`src/rtl/instrumented_adder_sequencer_if.sv`:
```
// Bus between the measurement sequencer and the instrumented ripple adder.
// The sequencer drives operands and run-enable, and the adder returns its completion flag and sum.
interface instrumented_adder_sequencer_if #(
    parameter int WIDTH = 32
);
    logic [WIDTH-1:0] adder_a;
    logic [WIDTH-1:0] adder_b;
    logic             adder_run;
    logic             chain_out;
    logic [WIDTH:0]   sum_in;

    modport master (
        output adder_a,
        output adder_b,
        output adder_run,
        input  chain_out,
        input  sum_in
    );

    modport slave (
        input  adder_a,
        input  adder_b,
        input  adder_run,
        output chain_out,
        output sum_in
    );
endinterface

```
`src/rtl/instrumented_adder_sequencer.sv`:
```
// Runs the instrumented adder N times, timing how long chain_out takes to rise in each run.
// Results accumulate across runs and are held for LA readback.
module instrumented_adder_sequencer #(
    parameter int               WIDTH   = 32,
    parameter int               CNT_W   = 24,
    parameter int               SETTLE  = 4,
    parameter logic [CNT_W-1:0] TIMEOUT = {CNT_W{1'b1}}
) (
    input  logic                                 wb_clk_i,
    input  logic                                 wb_rst_i,
    input  logic                                 start,
    input  logic [WIDTH-1:0]                     a_cfg,
    input  logic [WIDTH-1:0]                     b_cfg,
    input  logic [7:0]                           n_runs,
    instrumented_adder_sequencer_if.master       adder,
    output logic                                 busy,
    output logic                                 done,
    output logic                                 timeout,
    output logic                                 stuck,
    output logic [7:0]                           run_idx,
    output logic [CNT_W-1:0]                     last_count,
    output logic [CNT_W-1:0]                     max_count,
    output logic [CNT_W+7:0]                     total_count,
    output logic [WIDTH:0]                       sum_out
);
    localparam int SW = $clog2(SETTLE + 1);

    typedef enum logic [2:0] {
        S_IDLE,
        S_LOAD,
        S_SETTLE,
        S_MEASURE,
        S_CAPTURE,
        S_DONE
    } state_t;

    state_t state_q, state_d;

    logic             start_q;
    logic             cs_meta;
    logic             cs;
    logic             start_edge;
    logic             settle_last;
    logic [SW-1:0]    settle_cnt;
    logic [CNT_W-1:0] counter;
    logic [7:0]       runs_lat;
    logic [7:0]       run_idx_next;
    logic [WIDTH-1:0] a_lat;
    logic [WIDTH-1:0] b_lat;
    logic             run_en;
    logic             launch;
    logic             stuck_hit;
    logic             timeout_hit;

    assign start_edge   = start & ~start_q;
    assign settle_last  = (settle_cnt == SW'(SETTLE - 1));
    assign run_idx_next = run_idx + 8'd1;

    assign adder.adder_a   = a_lat;
    assign adder.adder_b   = b_lat;
    assign adder.adder_run = run_en;

    always_ff @(posedge wb_clk_i) begin
        if (wb_rst_i) begin
            state_q <= S_IDLE;
        end else begin
            state_q <= state_d;
        end
    end

    always_comb begin
        state_d     = state_q;
        launch      = 1'b0;
        stuck_hit   = 1'b0;
        timeout_hit = 1'b0;
        busy        = 1'b0;
        done        = 1'b0;
        run_en      = 1'b0;
        case (state_q)
            S_IDLE: begin
                if (start_edge) begin
                    launch  = 1'b1;
                    state_d = S_LOAD;
                end
            end
            S_LOAD: begin
                busy    = 1'b1;
                state_d = S_SETTLE;
            end
            S_SETTLE: begin
                busy = 1'b1;
                // A chain already complete with run low means the adder cannot be timed.
                if (settle_last) begin
                    if (cs) begin
                        stuck_hit = 1'b1;
                        state_d   = S_DONE;
                    end else begin
                        state_d = S_MEASURE;
                    end
                end
            end
            S_MEASURE: begin
                busy   = 1'b1;
                run_en = 1'b1;
                if (cs) begin
                    state_d = S_CAPTURE;
                end else if (counter == TIMEOUT) begin
                    timeout_hit = 1'b1;
                    state_d     = S_DONE;
                end
            end
            S_CAPTURE: begin
                busy    = 1'b1;
                state_d = (run_idx_next == runs_lat) ? S_DONE : S_LOAD;
            end
            S_DONE: begin
                done = 1'b1;
                if (start_edge) begin
                    launch  = 1'b1;
                    state_d = S_LOAD;
                end
            end
            default: state_d = S_IDLE;
        endcase
    end

    // Datapath: chain_out synchronizer, run timing and result accumulation.
    always_ff @(posedge wb_clk_i) begin
        if (wb_rst_i) begin
            start_q     <= 1'b0;
            cs_meta     <= 1'b0;
            cs          <= 1'b0;
            settle_cnt  <= '0;
            counter     <= '0;
            runs_lat    <= '0;
            a_lat       <= '0;
            b_lat       <= '0;
            run_idx     <= '0;
            last_count  <= '0;
            max_count   <= '0;
            total_count <= '0;
            sum_out     <= '0;
            timeout     <= 1'b0;
            stuck       <= 1'b0;
        end else begin
            start_q <= start;
            cs_meta <= adder.chain_out;
            cs      <= cs_meta;

            if (launch) begin
                a_lat       <= a_cfg;
                b_lat       <= b_cfg;
                runs_lat    <= (n_runs == 8'd0) ? 8'd1 : n_runs;
                run_idx     <= '0;
                last_count  <= '0;
                max_count   <= '0;
                total_count <= '0;
                sum_out     <= '0;
                timeout     <= 1'b0;
                stuck       <= 1'b0;
            end

            if (state_q == S_LOAD) begin
                settle_cnt <= '0;
            end

            if (state_q == S_SETTLE) begin
                settle_cnt <= settle_cnt + SW'(1);
                counter    <= '0;
            end

            if (state_q == S_MEASURE && !cs && counter < TIMEOUT) begin
                counter <= counter + CNT_W'(1);
            end

            if (stuck_hit) begin
                stuck <= 1'b1;
            end

            if (timeout_hit) begin
                timeout <= 1'b1;
            end

            if (state_q == S_CAPTURE) begin
                last_count  <= counter;
                total_count <= total_count + {8'd0, counter};
                if (counter > max_count) begin
                    max_count <= counter;
                end
                sum_out <= adder.sum_in;
                run_idx <= run_idx_next;
            end
        end
    end
endmodule

```
`src/flat_wrapper.sv`:
```
// flat-port wrapper written by rule: the top's interface ports become plain ports
module instrumented_adder_sequencer_flat 
#(
    parameter int               WIDTH   = 32,
    parameter int               CNT_W   = 24,
    parameter int               SETTLE  = 4,
    parameter logic [CNT_W-1:0] TIMEOUT = {CNT_W{1'b1}}
)
  (wb_clk_i, wb_rst_i, start, a_cfg, b_cfg, n_runs, busy, done, timeout, stuck, run_idx, last_count, max_count, total_count, sum_out, adder_adder_a, adder_adder_b, adder_adder_run, adder_chain_out, adder_sum_in);
  instrumented_adder_sequencer_if #(.WIDTH(WIDTH)) adder_i ();
  input  logic wb_clk_i;
  input  logic wb_rst_i;
  input  logic start;
  input  logic [WIDTH-1:0] a_cfg;
  input  logic [WIDTH-1:0] b_cfg;
  input  logic [7:0] n_runs;
  output logic busy;
  output logic done;
  output logic timeout;
  output logic stuck;
  output logic [7:0] run_idx;
  output logic [CNT_W-1:0] last_count;
  output logic [CNT_W-1:0] max_count;
  output logic [CNT_W+7:0] total_count;
  output logic [WIDTH:0] sum_out;
  output wire logic [$bits(adder_i.adder_a)-1:0] adder_adder_a;
  output wire logic [$bits(adder_i.adder_b)-1:0] adder_adder_b;
  output wire logic [$bits(adder_i.adder_run)-1:0] adder_adder_run;
  input wire logic [$bits(adder_i.chain_out)-1:0] adder_chain_out;
  input wire logic [$bits(adder_i.sum_in)-1:0] adder_sum_in;
  assign adder_adder_a = adder_i.adder_a;
  assign adder_adder_b = adder_i.adder_b;
  assign adder_adder_run = adder_i.adder_run;
  assign adder_i.chain_out = adder_chain_out;
  assign adder_i.sum_in = adder_sum_in;
  instrumented_adder_sequencer #(.WIDTH(WIDTH), .CNT_W(CNT_W), .SETTLE(SETTLE), .TIMEOUT(TIMEOUT)) u_core (.wb_clk_i(wb_clk_i), .wb_rst_i(wb_rst_i), .start(start), .a_cfg(a_cfg), .b_cfg(b_cfg), .n_runs(n_runs), .adder(adder_i), .busy(busy), .done(done), .timeout(timeout), .stuck(stuck), .run_idx(run_idx), .last_count(last_count), .max_count(max_count), .total_count(total_count), .sum_out(sum_out));
endmodule
```
`config.mk`:
```
export PLATFORM = sky130hd
export DESIGN_NAME = instrumented_adder_sequencer_flat
export DESIGN_NICKNAME = d
export VERILOG_FILES = /design/src/rtl/instrumented_adder_sequencer_if.sv /design/src/rtl/instrumented_adder_sequencer.sv /design/src/flat_wrapper.sv
export SDC_FILE = /design/constraint.sdc
export NUM_CORES = 1
export LEC_CHECK = 0
export BUFFER_PORTS_ARGS = -buffer_cell sky130_fd_sc_hd__buf_2
export CORE_MARGIN = 2
export CORE_UTILIZATION = 45
export DETAILED_ROUTE_END_ITERATION = 12
export PLACE_DENSITY_LB_ADDON = 0.3
export SYNTH_ARGS = -nofsm -noshare
export SYNTH_HDL_FRONTEND = slang
export SYNTH_SLANG_ARGS = --single-unit
```
`constraint.sdc`:
```
create_clock -name wb_clk_i -period 3.3 [get_ports wb_clk_i]
set_input_delay 0.66 -clock wb_clk_i [delete_from_list [all_inputs] [get_ports wb_clk_i]]
set_output_delay 0.66 -clock wb_clk_i [all_outputs]
set_load 0.01 [all_outputs]
```
==> results.md <==
* Area Overhead vs Synth at 22.8%
* Initial antenna violation count at 0
* Netlist Area Pre-Place at 10900 sq um
* CTS Buffer Depth at 3
* Die area at 25600 sq um
* Power per standard cell area at 459 nW/um^2
* Hold Violations, Final at 0
* Mean Syn Cell Area at 8.02 sq um
* WL/cell at 16.0 um
* Unrepaired setup endpoints after global routing: false
* I/O pin count at 299
* TritonCTS Buffers at 26
* R2R depth at 11
* Net Count, Synth at 1527
* CTS H-tree depth at 1
* Worst Setup Path Type: reg2reg
* Post-CTS Setup Repair Bufs at 0
* Origin of the critical flop-to-flop path: u_core.counter[0]$_SDFFE_PP0P_
* Max Fclk at 0.358 GHz
* Minimum clock period at 2790 ps
* Post-DP HPWL at 22.1 mm
* Post-CTS sizing at 0
* I/O Buffers at 298
* CTS clk-pin slew, worst paths at 60 ps
* Post-synth EDFFs at 0
* Overflow left after global routing at 0
* Via count at 10400
* Worst-path fanout max at 6
* FFs w/ async S/R, synth at 0%
* Worst Setup Start Kind: flop
* Top area cells in the synthesized netlist: dfxtp_1 (42%), nand2_1 (9.1%), a21oi_1 (8.8%)
* Diode count at 0
* Period Utilization, post-route at 84.6%
* WP data required at 3760 ps
* Layout Skew at 13.8 ps
* First-iteration detailed-routing DRC count at 504
* Worst-Skew Late Latency at 540 ps
* Endpoints failing setup at 0
* Sequential share of the synthesized area at 41.7%
* Layout cells sized above 1 at 23.9%
* Worst r2r dst: u_core.total_count[28]$_SDFFE_PP0P_
* Antenna viol nets, final at 0
* Worst slew margin relative to its limit at 27.0%
* Vias in the first global route at 10000
* Cell count after synthesis at 1365
* Max VDD drop at 352 uV
* Site Rows at 57
* Die W at 160 um
* Outcome: complete, no violations
* Fin area at 13400 sq um
* Post-synth cell types at 82
* Leakage power at 0.00607 uW
* Top cell type's share of synthesized area at 41.7%
* Leading area contributor after synthesis: dfxtp_1
* Worst-Margin Slew at 1090 ps
* Global-route wire length before repair at 50.7 mm
* #FFs+latches synth at 228
* Post-route DRC at 0
* Core area at 24100 sq um
* Fill cells at 2343
* Avg Vias per Cell at 5.32
* TritonRoute pass-1 iters at 6
* Setup crit end kind: flop
* Root buffer cell: clkbuf_16
* CP arrival at 3250 ps
* DIE HEIGHT at 160 um
* Commonest non-fill, non-tap cell in the layout: buf_2
* Final layout net count at 1788
* Most frequent cells in the layout: buf_2 (297), nand2_1 (263), dfxtp_1 (228)
* Worst hold slack at 348 ps
* Clk sinks at 228
* Placed cell area at 12700 sq um
* Hold crit path type: in2reg
* Setup TNS at 0 ps
* Largest net degree at the start of global routing at 91
* Final WL at 31.4 mm
* Starting density of the core at 45.4%
* Yosys synthesis warning count at 0
* Max Cap Viol at 0
* CP Launch Point: u_core.counter[0]$_SDFFE_PP0P_
* Worst reg2reg setup slack at 510 ps
* GRT Util Overall at 23.7%
* Cts hold-fix bufs at 0
* TritonCTS clock tree: built
* Max-slew violations at 0
* Worst Setup EP: u_core.total_count[28]$_SDFFE_PP0P_
* GP Congestion at 0.903
* Top_reg_cell synth: dfxtp_1
## synth_stat cells (all sizes together) (5+ instances only)
library cell  instances
clkbuf               67
buf                  19
a22o                 12
xor2                 14
and3                  7
mux2                  7
a21o                 16
nand4                17
o21ai                30
nand3                93
a31oi                13
or3                   6
o31ai                 6
nor2b                13
nor2                122
nand3b                6
or2                   5
a22oi                 6
a21oi               193
mux2i                25
xnor2                25
nor3                 13
ha                   52
nand2               265
dfxtp               228
nand2b               11
inv                  39
## kinds of logic (layout without fill, tap and decap cells)
logic type,count (synthesis),in the layout,synth area share [%]
flops,228,228,41.7
buf+inv,125,399,4.62
compound gates,315,315,17.5
simple gates,573,573,23.9
xor+xnor,39,39,3.12
fa+ha+maj,53,53,6.13
mux,32,32,3.04
## flip-flops by register name (all words and copies together), names as in the netlist
name / cells
u_core.runs_lat: 8
u_core.counter: 24
u_core.stuck: 1
u_core.cs_meta: 1
u_core.total_count: 32
u_core.sum_out: 33
u_core.state_q: 3
u_core.max_count: 24
u_core.adder.adder_b: 32
u_core.run_idx: 8
u_core.start_q: 1
u_core.timeout: 1
u_core.adder.adder_a: 32
u_core.cs: 1
u_core.last_count: 24
u_core.settle_cnt: 3
## final cells by class
type / count / area, sq um / share of cell area [%]
inverters: 39 / 146 / 1.09
flip-flops and latches: 228 / 4560 / 34.0
well taps: 324 / 405 / 3.02
clock buffers: 36 / 718 / 5.34
clock inverters: 5 / 36.3 / 0.270
repair buffers: 319 / 1680 / 12.5
multi-input cells: 1012 / 5890 / 43.8
## layer usage
layer / vias up / GRT usage, % / part of all wire [%]
li1: 5216 / - / -
met1: 4833 / 29.3 / 43
met2: 334 / 41.2 / 47
met3: 63 / 5.38 / 7.3
met4: 0 / 7.49 / 2.8
met5: - / 0 / 0
## how the worst min path moves through the flow
stage                                    from                        end  slack (ps)  cells after the start
floorplan           u_core.cs_meta$_SDFF_PP0_       u_core.cs$_SDFF_PP0_         410                      1
global placement    u_core.cs_meta$_SDFF_PP0_       u_core.cs$_SDFF_PP0_         430                      1
detailed placement  u_core.cs_meta$_SDFF_PP0_       u_core.cs$_SDFF_PP0_         440                      1
CTS                           adder_chain_out  u_core.cs_meta$_SDFF_PP0_         330                      2
global route                  adder_chain_out  u_core.cs_meta$_SDFF_PP0_         330                      2
finish                        adder_chain_out  u_core.cs_meta$_SDFF_PP0_         350                      2
## critical path: stages, from the launching register on
cell and delay [ps]:
dfxtp_1 430, ha_1 210, inv_1 50, fa_1 400, nor2b_1 120, o21ai_1 80
a21oi_1 270, o2111ai_2 220, a31oi_2 310, a41oi_1 200, o21ai_0 230, mux2i_1 200
## per-stage QoR
step           std cells  worst slack, ps  utilization, %  total power [uW]
6_report            1963              509            55.8              6170
3_5_place_dp        1922              573            52.6              3610
3_3_place_gp        1922              610            52.6              3600
5_1_grt             1963              259            55.8              6430
4_1_cts             1963              535            55.8              6230
2_1_floorplan       1365              860               -              3340
## report_power, final
part	switching (uW)	internal, uW	total [uW]
clock	1130	1500	2630
sequential	46.7	2840	2890
combinational	428	228	656
(Power assumes the default switching activity.)
